File: src/rtl/qedmma_prbs_pkg.sv
// Shared types and LFSR tap table for the QEDMMA PRBS transmit sequencer.
package qedmma_prbs_pkg;

  localparam int LFSR_MAX = 31;

  typedef enum logic [1:0] {
    ST_IDLE  = 2'd0,
    ST_ARMED = 2'd1,
    ST_RUN   = 2'd2
  } prbs_state_t;

  typedef enum logic [2:0] {
    PRBS7  = 3'd0,
    PRBS9  = 3'd1,
    PRBS15 = 3'd2,
    PRBS23 = 3'd3,
    PRBS31 = 3'd4
  } prbs_order_t;

  typedef struct packed {
    logic [5:0] len;
    logic [4:0] msb;
    logic [4:0] tap;
  } lfsr_taps_t;

  // Feedback is msb ^ tap; invalid orders fall back to PRBS7 (never run).
  function automatic lfsr_taps_t prbs_taps(input logic [2:0] order);
    lfsr_taps_t t;
    case (order)
      PRBS9:   t = '{len: 6'd9,  msb: 5'd8,  tap: 5'd4};
      PRBS15:  t = '{len: 6'd15, msb: 5'd14, tap: 5'd13};
      PRBS23:  t = '{len: 6'd23, msb: 5'd22, tap: 5'd17};
      PRBS31:  t = '{len: 6'd31, msb: 5'd30, tap: 5'd27};
      default: t = '{len: 6'd7,  msb: 5'd6,  tap: 5'd5};
    endcase
    return t;
  endfunction

  function automatic logic order_valid(input logic [2:0] order);
    return order <= PRBS31;
  endfunction

endpackage

File: src/rtl/qedmma_lfsr_core.sv
// Fibonacci LFSR with selectable order; load+advance together emits the
// seed's first chip and steps past it in one clock.
module qedmma_lfsr_core
  import qedmma_prbs_pkg::*;
(
  input  logic                clk_fast,
  input  logic                rst_n,
  input  logic [2:0]          order,
  input  logic                load,
  input  logic [LFSR_MAX-1:0] seed,
  input  logic                advance,
  output logic                out_bit
);

  localparam logic [LFSR_MAX-1:0] ONE = LFSR_MAX'(1);

  lfsr_taps_t          taps;
  logic [LFSR_MAX-1:0] lfsr, mask, seed_m, seed_fix, src, stepped;

  always_comb begin
    taps     = prbs_taps(order);
    mask     = (ONE << taps.len) - ONE;
    seed_m   = seed & mask;
    // all-zero state would lock up; substitute all-ones
    seed_fix = (seed_m == '0) ? mask : seed_m;
    src      = (load && advance) ? seed_fix : lfsr;
    out_bit  = src[taps.msb];
    stepped  = {src[LFSR_MAX-2:0], src[taps.msb] ^ src[taps.tap]} & mask;
  end

  always_ff @(posedge clk_fast or negedge rst_n) begin
    if (!rst_n)       lfsr <= '1;
    else if (load)    lfsr <= advance ? stepped : seed_fix;
    else if (advance) lfsr <= stepped;
  end

endmodule

File: src/rtl/qedmma_prbs_tx_sequencer.sv
// PRBS chip sequencer: chip-rate divider, IDLE/ARMED/RUN FSM, BPSK DAC mapper,
// optional alignment of every frame to the White Rabbit PPS.
module qedmma_prbs_tx_sequencer
  import qedmma_prbs_pkg::*;
#(
  parameter int DIV_WIDTH = 8,
  parameter int DAC_WIDTH = 16
) (
  input  logic                 clk_fast,
  input  logic                 rst_n,
  input  logic                 wr_pps,
  input  logic                 wr_sync_enable,
  input  logic                 cfg_enable,
  input  logic [2:0]           cfg_prbs_order,
  input  logic [LFSR_MAX-1:0]  cfg_seed,
  input  logic [DIV_WIDTH-1:0] cfg_chip_div,
  input  logic [31:0]          cfg_sequence_len,
  input  logic [DAC_WIDTH-1:0] cfg_amplitude,
  output logic                 prbs_bit,
  output logic                 prbs_valid,
  output logic [DAC_WIDTH-1:0] dac_data,
  output logic                 dac_valid,
  output logic                 frame_start,
  output logic                 frame_end,
  output logic [31:0]          status_chip_count,
  output logic [1:0]           status_state,
  output logic                 status_cfg_err
);

  localparam logic [DAC_WIDTH-1:0] DAC_MIN = {1'b1, {(DAC_WIDTH-1){1'b0}}};
  localparam logic [DAC_WIDTH-1:0] DAC_MAX = {1'b0, {(DAC_WIDTH-1){1'b1}}};

  prbs_state_t          state;
  logic                 pps_d, reload_pend;
  logic [DIV_WIDTH-1:0] div_cnt;

  logic [2:0]           sh_order;
  logic [LFSR_MAX-1:0]  sh_seed;
  logic [DIV_WIDTH-1:0] sh_div;
  logic [31:0]          sh_len;
  logic [DAC_WIDTH-1:0] sh_amp;

  logic                 in_idle, pps_edge, start, emit, end_hit, lfsr_load, lfsr_bit;
  logic [2:0]           order_eff;
  logic [LFSR_MAX-1:0]  seed_eff;
  logic [31:0]          len_eff, cnt_base, cnt_inc;
  logic [DAC_WIDTH-1:0] amp_eff, sample;

  // In the start cycle the shadows are still being written, so use cfg directly.
  always_comb begin
    in_idle   = (state == ST_IDLE);
    order_eff = in_idle ? cfg_prbs_order   : sh_order;
    seed_eff  = in_idle ? cfg_seed         : sh_seed;
    len_eff   = in_idle ? cfg_sequence_len : sh_len;
    amp_eff   = in_idle ? cfg_amplitude    : sh_amp;
    pps_edge  = wr_pps & ~pps_d;
    start     = in_idle & cfg_enable & order_valid(cfg_prbs_order);
    emit      = cfg_enable & ((start & ~wr_sync_enable) |
                              ((state == ST_ARMED) & pps_edge) |
                              ((state == ST_RUN) & (div_cnt == sh_div)));
    cnt_base  = start ? '0 : status_chip_count;
    cnt_inc   = ((len_eff == '0) && (cnt_base == '1)) ? cnt_base : cnt_base + 32'd1;
    end_hit   = emit & (len_eff != '0) & (cnt_inc == len_eff);
    lfsr_load = start | reload_pend;
    sample    = !lfsr_bit ? amp_eff : (amp_eff == DAC_MIN) ? DAC_MAX : -amp_eff;
  end

  // The frame-end chip still shifts out; the seed reload lands a clock later,
  // which is always before (or merged with) the next chip.
  qedmma_lfsr_core u_lfsr (
    .clk_fast (clk_fast),
    .rst_n    (rst_n),
    .order    (order_eff),
    .load     (lfsr_load),
    .seed     (seed_eff),
    .advance  (emit),
    .out_bit  (lfsr_bit)
  );

  always_ff @(posedge clk_fast or negedge rst_n) begin
    if (!rst_n) begin
      div_cnt     <= '0;
      reload_pend <= 1'b0;
    end else begin
      reload_pend <= end_hit;
      if (emit || state != ST_RUN) div_cnt <= '0;
      else                         div_cnt <= div_cnt + DIV_WIDTH'(1);
    end
  end

  always_ff @(posedge clk_fast or negedge rst_n) begin
    if (!rst_n) begin
      state             <= ST_IDLE;
      pps_d             <= 1'b0;
      sh_order          <= '0;
      sh_seed           <= '0;
      sh_div            <= '0;
      sh_len            <= '0;
      sh_amp            <= '0;
      prbs_bit          <= 1'b0;
      prbs_valid        <= 1'b0;
      dac_data          <= '0;
      dac_valid         <= 1'b0;
      frame_start       <= 1'b0;
      frame_end         <= 1'b0;
      status_chip_count <= '0;
      status_cfg_err    <= 1'b0;
    end else begin
      pps_d       <= wr_pps;
      prbs_valid  <= 1'b0;
      frame_start <= 1'b0;
      frame_end   <= 1'b0;
      if (!cfg_enable) begin
        state     <= ST_IDLE;
        dac_valid <= 1'b0;
        dac_data  <= '0;
      end else begin
        case (state)
          ST_IDLE: begin
            if (start) begin
              sh_order          <= cfg_prbs_order;
              sh_seed           <= cfg_seed;
              sh_div            <= cfg_chip_div;
              sh_len            <= cfg_sequence_len;
              sh_amp            <= cfg_amplitude;
              status_cfg_err    <= 1'b0;
              status_chip_count <= '0;
              state             <= wr_sync_enable ? ST_ARMED : ST_RUN;
            end else begin
              status_cfg_err <= 1'b1;
            end
          end
          ST_ARMED: if (pps_edge) state <= ST_RUN;
          ST_RUN:   ;
          default:  state <= ST_IDLE;
        endcase
        if (emit) begin
          prbs_valid        <= 1'b1;
          prbs_bit          <= lfsr_bit;
          dac_data          <= sample;
          dac_valid         <= 1'b1;
          frame_start       <= (cnt_inc == 32'd1);
          frame_end         <= end_hit;
          status_chip_count <= end_hit ? '0 : cnt_inc;
          if (end_hit && wr_sync_enable) begin
            state     <= ST_ARMED;
            dac_valid <= 1'b0;
            dac_data  <= '0;
          end
        end
      end
    end
  end

  assign status_state = state;

endmodule
File: config.mk
export PLATFORM = sky130hd
export DESIGN_NAME = qedmma_prbs_tx_sequencer
export DESIGN_NICKNAME = d
export VERILOG_FILES = /design/src/rtl/qedmma_prbs_pkg.sv /design/src/rtl/qedmma_lfsr_core.sv /design/src/rtl/qedmma_prbs_tx_sequencer.sv
export SDC_FILE = /design/constraint.sdc
export NUM_CORES = 1
export LEC_CHECK = 0
export ABC_AREA = 0
export CORE_MARGIN = 1.5
export CORE_UTILIZATION = 52
export CTS_CLUSTER_SIZE = 10
export DETAILED_ROUTE_END_ITERATION = 16
export PLACE_DENSITY = 0.88
export RECOVER_POWER = 25
export SLEW_MARGIN = 10
export SYNTH_ARGS = -nofsm -noshare
export SYNTH_HDL_FRONTEND = slang
export SYNTH_SLANG_ARGS = --single-unit
File: constraint.sdc
create_clock -name clk_fast -period 4.97 [get_ports clk_fast]
set_input_delay 0.7455 -clock clk_fast [delete_from_list [all_inputs] [get_ports clk_fast]]
set_output_delay 0.7455 -clock clk_fast [all_outputs]
set_load 0.02 [all_outputs]
Yosys cells after proc, flatten, opt, wreduce, memory -nomap -nowiden
Cells that the tools add are included.
{"block": "op_classes", "addsub": 4, "n_lt_le_gt_ge": 3, "eq_ne": 13, "shift": 1, "mux": 42, "bitwise": 17, "reduce_logical": 14}
{"operator": "32-bit 2-to-1 mux", "count": 6}
{"operator": "31-bit 2-to-1 mux", "count": 6}
{"operator": "16-bit 2-to-1 mux", "count": 6}
{"operator": "31-bit AND", "count": 2}
{"operator": "15-bit case mux with 4 select lines", "count": 1}
{"operator": "32-bit by 1-bit adder with 32-bit output, second input constant", "count": 1}
{"operator": "32-bit by 1-bit == test with 1-bit output, second input constant", "count": 1}
{"operator": "32-bit == test", "count": 1}
{"operator": "32-bit == test, second input constant", "count": 1}
{"operator": "32-bit logical NOT", "count": 1}
{"operator": "32-bit nonzero test", "count": 1}
{"operator": "31-bit logical NOT", "count": 1}
{"operator": "1-bit by 5-bit left shift with 31-bit output, first input constant", "count": 1}
{"operator": "31-bit by 1-bit subtractor with 31-bit output, second input constant", "count": 1}
{"operator": "16-bit == test, second input constant", "count": 1}
{"operator": "16-bit negation", "count": 1}
{"operator": "5-bit by 6-bit less-than comparator with 1-bit output, second input constant", "count": 2}
{"operator": "1-bit 2-to-1 mux", "count": 12}
{"operator": "2-bit 2-to-1 mux", "count": 6}
{"operator": "1-bit binary-select mux with 5-bit select", "count": 2}
{"operator": "1-bit AND", "count": 9}
{"operator": "8-bit by 1-bit adder with 8-bit output, second input constant", "count": 1}
{"operator": "8-bit == test", "count": 1}
{"operator": "8-bit 2-to-1 mux", "count": 1}
{"operator": "19 further kinds", "count": 28}
{"block": "totals", "ff_bits": 187, "inputBits": 95, "word_cells": 112}

Longest topological paths before layout
Gate-level depths: netlist of the first run.
{"block": "logic_depth", "depth_word": 16, "depth_mapped": 20, "ltp_nobuf": 16}

Hierarchy
A second synthesis of the first run with hierarchy kept.
{"block": "hier_totals", "cells_unflattened": 1590, "hier_area_um2": 12563.3}
{"mod": "qedmma_prbs_tx_sequencer", "instances": 1, "cells_per_inst": 1325, "area_each_um2": 10203.5, "seq_area_each_um2": 3903.7}
{"mod": "qedmma_lfsr_core", "instances": 1, "cells_per_inst": 265, "area_each_um2": 2359.8, "seq_area_each_um2": 814.5}

Least setup slack after synthesis of the first run
No wires, ideal clock.
{"block": "synth_timing", "kind": "input-to-reg", "from": "input port cfg_prbs_order[0]", "to": "register status_chip_count[24]", "setup_time_ps": 125, "arrival_time_ps": 4912, "required_time_ps": 4845, "slack_ps": -66, "path_stages": 20, "path_buffers": 5, "cell_sequence": "buf_2 -> o21ai_1 -> nand2_2 -> clkbuf_1 -> buf_1 -> and2_1 -> ha_1 -> and4_1 -> and3_1 -> clkbuf_1 -> nand3_1 -> nor2_1 -> xnor2_1 -> a41o_1 -> o211ai_1 -> or4_4 -> nor4_4 -> buf_4 -> o21ai_1 -> mux2_2"}
{"block": "synth_between", "elab_chain_cells": 10, "elab_cells_between_ends": 19}
{"element": "from (decl)", "line": "qedmma_prbs_tx_sequencer.sv:14", "text": "input logic [2:0] cfg_prbs_order,"}
{"element": "3-bit less-or-equal comparator *", "line": "qedmma_prbs_pkg.sv:40", "text": "return order <= PRBS31;"}
{"element": "1-bit AND *", "line": "qedmma_prbs_tx_sequencer.sv:57", "text": "start = in_idle & cfg_enable & order_valid(cfg_prbs_order);"}
{"element": "parallel branches: the longest is 8 deep, another holds 32-bit by 1-bit adder with 32-bit output"}
{"element": "to (signal assigned)", "line": "qedmma_prbs_tx_sequencer.sv:144", "text": "status_chip_count <= end_hit ? '0 : cnt_inc;"}
{"element": "to (decl)", "line": "qedmma_prbs_tx_sequencer.sv:25", "text": "output logic [31:0] status_chip_count,"}
Every way passes the cells marked *. The select of a mux whose other input is x is not followed.
A chain may end at the register's enable or synchronous reset.

Worst setup path in the final report of the first run
{"block": "layout_timing", "from": "input port cfg_prbs_order[2]", "to": "register dac_data[12]"}
{"block": "layout_between", "elab_chain_cells": 15, "elab_cells_between_ends": 36}
{"element": "3-bit 2-to-1 mux", "line": "qedmma_prbs_tx_sequencer.sv:52", "text": "order_eff = in_idle ? cfg_prbs_order : sh_order;"}
{"element": "3-bit == test, or another cell as far along", "line": "qedmma_prbs_pkg.sv:29", "text": "case (order)"}
{"element": "15-bit case mux with 4 select lines", "line": "qedmma_prbs_pkg.sv:29"}
{"element": "1-bit by 5-bit left shift with 31-bit output", "line": "qedmma_lfsr_core.sv:22", "text": "mask = (ONE << taps.len) - ONE;"}
{"element": "31-bit by 1-bit subtractor with 31-bit output", "line": "qedmma_lfsr_core.sv:22"}
{"element": "31-bit AND", "line": "qedmma_lfsr_core.sv:23", "text": "seed_m = seed & mask;"}
{"element": "31-bit logical NOT", "line": "qedmma_lfsr_core.sv:25", "text": "seed_fix = (seed_m == '0) ? mask : seed_m;"}
{"element": "31-bit 2-to-1 mux", "line": "qedmma_lfsr_core.sv:25"}
{"element": "31-bit 2-to-1 mux", "line": "qedmma_lfsr_core.sv:26", "text": "src = (load && advance) ? seed_fix : lfsr;"}
{"element": "1-bit binary-select mux with 5-bit select", "line": "qedmma_lfsr_core.sv:27", "text": "out_bit = src[taps.msb];"}
{"element": "1-bit 2-to-1 mux (implied by the code)", "line": "qedmma_lfsr_core.sv:27"}
{"element": "16-bit 2-to-1 mux", "line": "qedmma_prbs_tx_sequencer.sv:65", "text": "sample = !lfsr_bit ? amp_eff : (amp_eff == DAC_MIN) ? DAC_MAX : -amp_eff;"}
{"element": "16-bit 2-to-1 mux", "line": "qedmma_prbs_tx_sequencer.sv:145", "text": "if (end_hit && wr_sync_enable) begin"}
{"element": "16-bit 2-to-1 mux", "line": "qedmma_prbs_tx_sequencer.sv:137", "text": "if (emit) begin"}
{"element": "16-bit 2-to-1 mux", "line": "qedmma_prbs_tx_sequencer.sv:113", "text": "if (!cfg_enable) begin"}
{"element": "to (signal assigned)", "line": "qedmma_prbs_tx_sequencer.sv:140", "text": "dac_data <= sample;"}
{"element": "to (decl)", "line": "qedmma_prbs_tx_sequencer.sv:21", "text": "output logic [DAC_WIDTH-1:0] dac_data,"}
Several ways; a longest one is shown, not always the timed one. The select of a mux whose other input is x is not followed.

==> flow_summary.json, run 1 <==
{
  "path_cells": "clkdlybuf4s50_1, o21ai_1, nand2_4, nand2_1, inv_1, ha_1, and4_1, buf_4, and3_1, nand3_1, nor2_1, xnor2_1, a41o_1, o211ai_1, or4_4, nor4_4, buf_12, a21oi_2, a32o_1",
  "synthCells": 1502,
  "min_period_ns": 4.733,
  "synthArstFlopShare_pct": 100.0,
  "hold_viol_final": 0,
  "die-height_um": 156.8,
  "hpwl_mm": 33.83,
  "worst_pin_slew_ns": 2.939,
  "drc_errors": 0,
  "via_per_inst": 6.311,
  "yosysMostFrequentCell": "nand2_1",
  "syn_nets": 1601,
  "ys_warn_count": 0,
  "relSlewSlack_pct": -95.92,
  "die_area_um2": 24590,
  "cp_num_buf_inv": 4,
  "pre_cts_slack_ns": -0.1946,
  "clockBufferDepth": 2,
  "ys_top_cells_by_area": "dfrtp_1, nand2_1, dfstp_2, mux2i_1, xnor2_1",
  "maxCapViolCount": 1,
  "drt_wl_total_mm": 46.04,
  "final_nets": 1801,
  "h-tree-depth": 4,
  "cts_resized": 0,
  "skew_ns": 0.02989,
  "grt_pass1_vias": 12158,
  "area_delta_synth_final_pct": 25.35,
  "fmax_mhz": 211.3,
  "synth_top_cell_by_area": "dfrtp_1",
  "slowest_delay_ns": 0.56,
  "worstPathMaxFanout": 17,
  "max-vdd-ir-drop_uv": 200.2,
  "portBuffers": 150,
  "slew_violations": 112,
  "ant_nets": 0,
  "postCtsHoldBufs": 0,
  "vias": 12842,
  "syn-cell-area_um2": 12300,
  "worst_slack_ns": 0.2371,
  "first_iter_violations": 1491,
  "synth_edf_count": 0,
  "start_util_pct": 52.73,
  "outcome": "finished, violations left",
  "grt_start_max_net_pins": 112,
  "yosysUniqueCellTypes": 90,
  "clk_latency_ns": 0.46,
  "die_w_um": 156.8,
  "startpoint_type": "primary input",
  "hold_path.class": "reg2reg",
  "final_cells": 2035,
  "postSynthAreaPerCell_um2": 8.192,
  "endpoint_kind": "flip-flop",
  "synth_ff_type": "dfrtp_1",
  "fin_tns_setup_ns": 0,
  "antenna_found_initial": 1,
  "gp_routability_congestion": 1.006,
  "cts_tree": "yes",
  "grtUsageTotal_pct": 38.31,
  "grt_setup_unrepaired": "no",
  "placed_cells": 2001,
  "finalSetupViolations": 0,
  "p_total_uw": 5025,
  "io_pins": 151,
  "drtPass1Iterations": 8,
  "critPathArrivalTime_ns": 5.08,
  "period_share_pct": 95.23,
  "synth_top_area_share_pct": 31.73,
  "power_density_nw_per_um2": 325.8,
  "core_area_um2": 23330,
  "yosysSeqAreaShare_pct": 38.35,
  "drt-wirelength-per-cell_um": 22.63,
  "violations": "max-capacitance violations, max-slew violations",
  "p_leak_uw": 0.006709,
  "grt_pass1_wl_mm": 71.13,
  "worstPathRequired_ns": 5.32,
  "path_delay_family": "simple AND/OR/NAND/NOR gates",
  "drive_gt1_share_pct": 13.64,
  "clk_pin_slew_ns": 0.08,
  "slowest_stage": "or4_4",
  "synth_seq_cells": 187,
  "overflow": 0,
  "critPathKind": "in2reg",
  "synth_commonest_cells": "nand2_1, dfrtp_1, nor2_1",
  "cts-buffers-inserted": 17,
  "clock_tree.root_cell": "clkbuf_16",
  "num_rows": 56,
  "cts_sinks": 187
}
worst min-delay path, stage by stage (launching register included):
cell,delay [ns]
dfrtp_1,0.35
nand2_1,0.05
nand2_1,0.06
power by group:
group	internal, uW	total, uW	switching (uW)
Sequential	1810	2020	206
Combinational	648	1560	917
Clock	694	1440	746
Total	3160	5030	1870
final cells by class:
cell class / count / area [um2]
antenna: 1 / 2.502
clock buffer: 18 / 429.2
clock inverter: 14 / 182.7
fill: 1922 / 7909
inverter: 4 / 15.01
multi-input combinational: 1218 / 7174
sequential: 187 / 4718
tap: 319 / 399.1
timing repair buffer: 274 / 2502
worst paths after layout:
check | from | to | slack [ns] | depth (start not counted)
max reg2reg | status_state[1] | dac_data[12] | 0.30 | 13
min | sh_amp[13] | sh_amp[13] | 0.48 | 2
min in group asynchronous | rst_n | status_chip_count[16] | 1.17 | 1
min reg2reg | sh_amp[13] | sh_amp[13] | 0.48 | 2
max in group asynchronous | rst_n | status_chip_count[1] | 1.87 | 2
max | cfg_prbs_order[2] | dac_data[12] | 0.24 | 19
cell families after synthesis:
| group | Yosys count | share of synthesized area (%) |
|---|---|---|
| AO/OA/AOI/OAI | 285 | 16.39 |
| XOR/XNOR | 83 | 5.908 |
| adder cells (fa/ha/maj) | 4 | 0.4068 |
| buffers and inverters | 97 | 3.406 |
| flip-flops | 187 | 38.35 |
| multiplexers | 82 | 6.793 |
| other | 1 | 0.03048 |
| AND/OR/NAND/NOR | 763 | 28.72 |
timing repair:
action                                 4_1_cts  5_1_grt
setup buffers                                0        1
endpoints found under the hold margin        0        0
setup endpoints to repair                    0       12
layer usage:
layer	share of wire, %	up-vias	GRT usage (%)
li1	-	5753	-
met1	42	6289	52.87
met2	45	716	59.59
met3	11	84	10.25
met4	2.2	0	9.660
met5	0	-	0
placed cells by master (no fill, tap or decap), types with 6 or more instances in the layout:
| cell type | synthesis | final |
|---|---|---|
| buf_12 | 0 | 6 |
| and4_1 | 8 | 8 |
| dfrtp_1 | 156 | 156 |
| xnor2_1 | 45 | 45 |
| a22oi_1 | 8 | 8 |
| o21ai_0 | 42 | 42 |
| a32o_1 | 6 | 6 |
| a41oi_1 | 6 | 6 |
| nor4_1 | 32 | 32 |
| nor2_1 | 94 | 93 |
| o211ai_1 | 6 | 6 |
| o22ai_1 | 24 | 24 |
| a22o_1 | 14 | 14 |
| or3_1 | 22 | 22 |
| or4_1 | 7 | 7 |
| xor2_1 | 38 | 38 |
| and2_1 | 10 | 10 |
| a31oi_1 | 10 | 10 |
| and3_1 | 19 | 19 |
| mux2i_1 | 72 | 72 |
| a311oi_1 | 12 | 12 |
| nor2b_1 | 10 | 10 |
| a21o_1 | 10 | 10 |
| o21a_1 | 9 | 9 |
| a21oi_1 | 56 | 56 |
| nand4_1 | 20 | 20 |
| buf_4 | 6 | 118 |
| nor3_1 | 48 | 48 |
| clkdlybuf4s50_1 | 0 | 148 |
| clkbuf_16 | 0 | 17 |
| o21ai_1 | 7 | 7 |
| a211oi_1 | 10 | 10 |
| mux2_2 | 9 | 9 |
| nand2_1 | 403 | 403 |
| nand3_1 | 46 | 46 |
| dfstp_2 | 31 | 31 |
| nor3b_1 | 12 | 12 |
| o31ai_1 | 12 | 12 |
| nand2b_1 | 7 | 7 |
flip-flops by register name (all words and copies together), names as in the netlist, 8 cells and up:
register / count
sh_len: 32
status_chip_count: 32
sh_seed: 31
u_lfsr.lfsr: 31
dac_data: 16
sh_amp: 16
div_cnt: 8
sh_div: 8
per-stage QoR:
| stage | instance area (um2) | util, % | hold slack [ns] |
|---|---|---|---|
| finish | 15420 | 66.10 | 0.4819 |
| global route | 15420 | 66.10 | 0.5076 |
| CTS | 15420 | 66.10 | 0.4475 |
| detailed placement | 14810 | 63.48 | 0.4620 |
| global placement | 14810 | 63.48 | 0.4580 |
| floorplan | 12310 | - | 0.4450 |
Power figures use the tool's default switching activity.
==> run 2: changes to the inputs <==
--- a/config.mk
+++ b/config.mk
@@ -12,7 +12,6 @@
 export DETAILED_ROUTE_END_ITERATION = 16
 export PLACE_DENSITY = 0.88
 export RECOVER_POWER = 25
-export SLEW_MARGIN = 10
 export SYNTH_ARGS = -nofsm -noshare
 export SYNTH_HDL_FRONTEND = slang
 export SYNTH_SLANG_ARGS = --single-unit
==> results of run 2 <==
No change in the layout: final DEF, timing and power equal those of run 1.
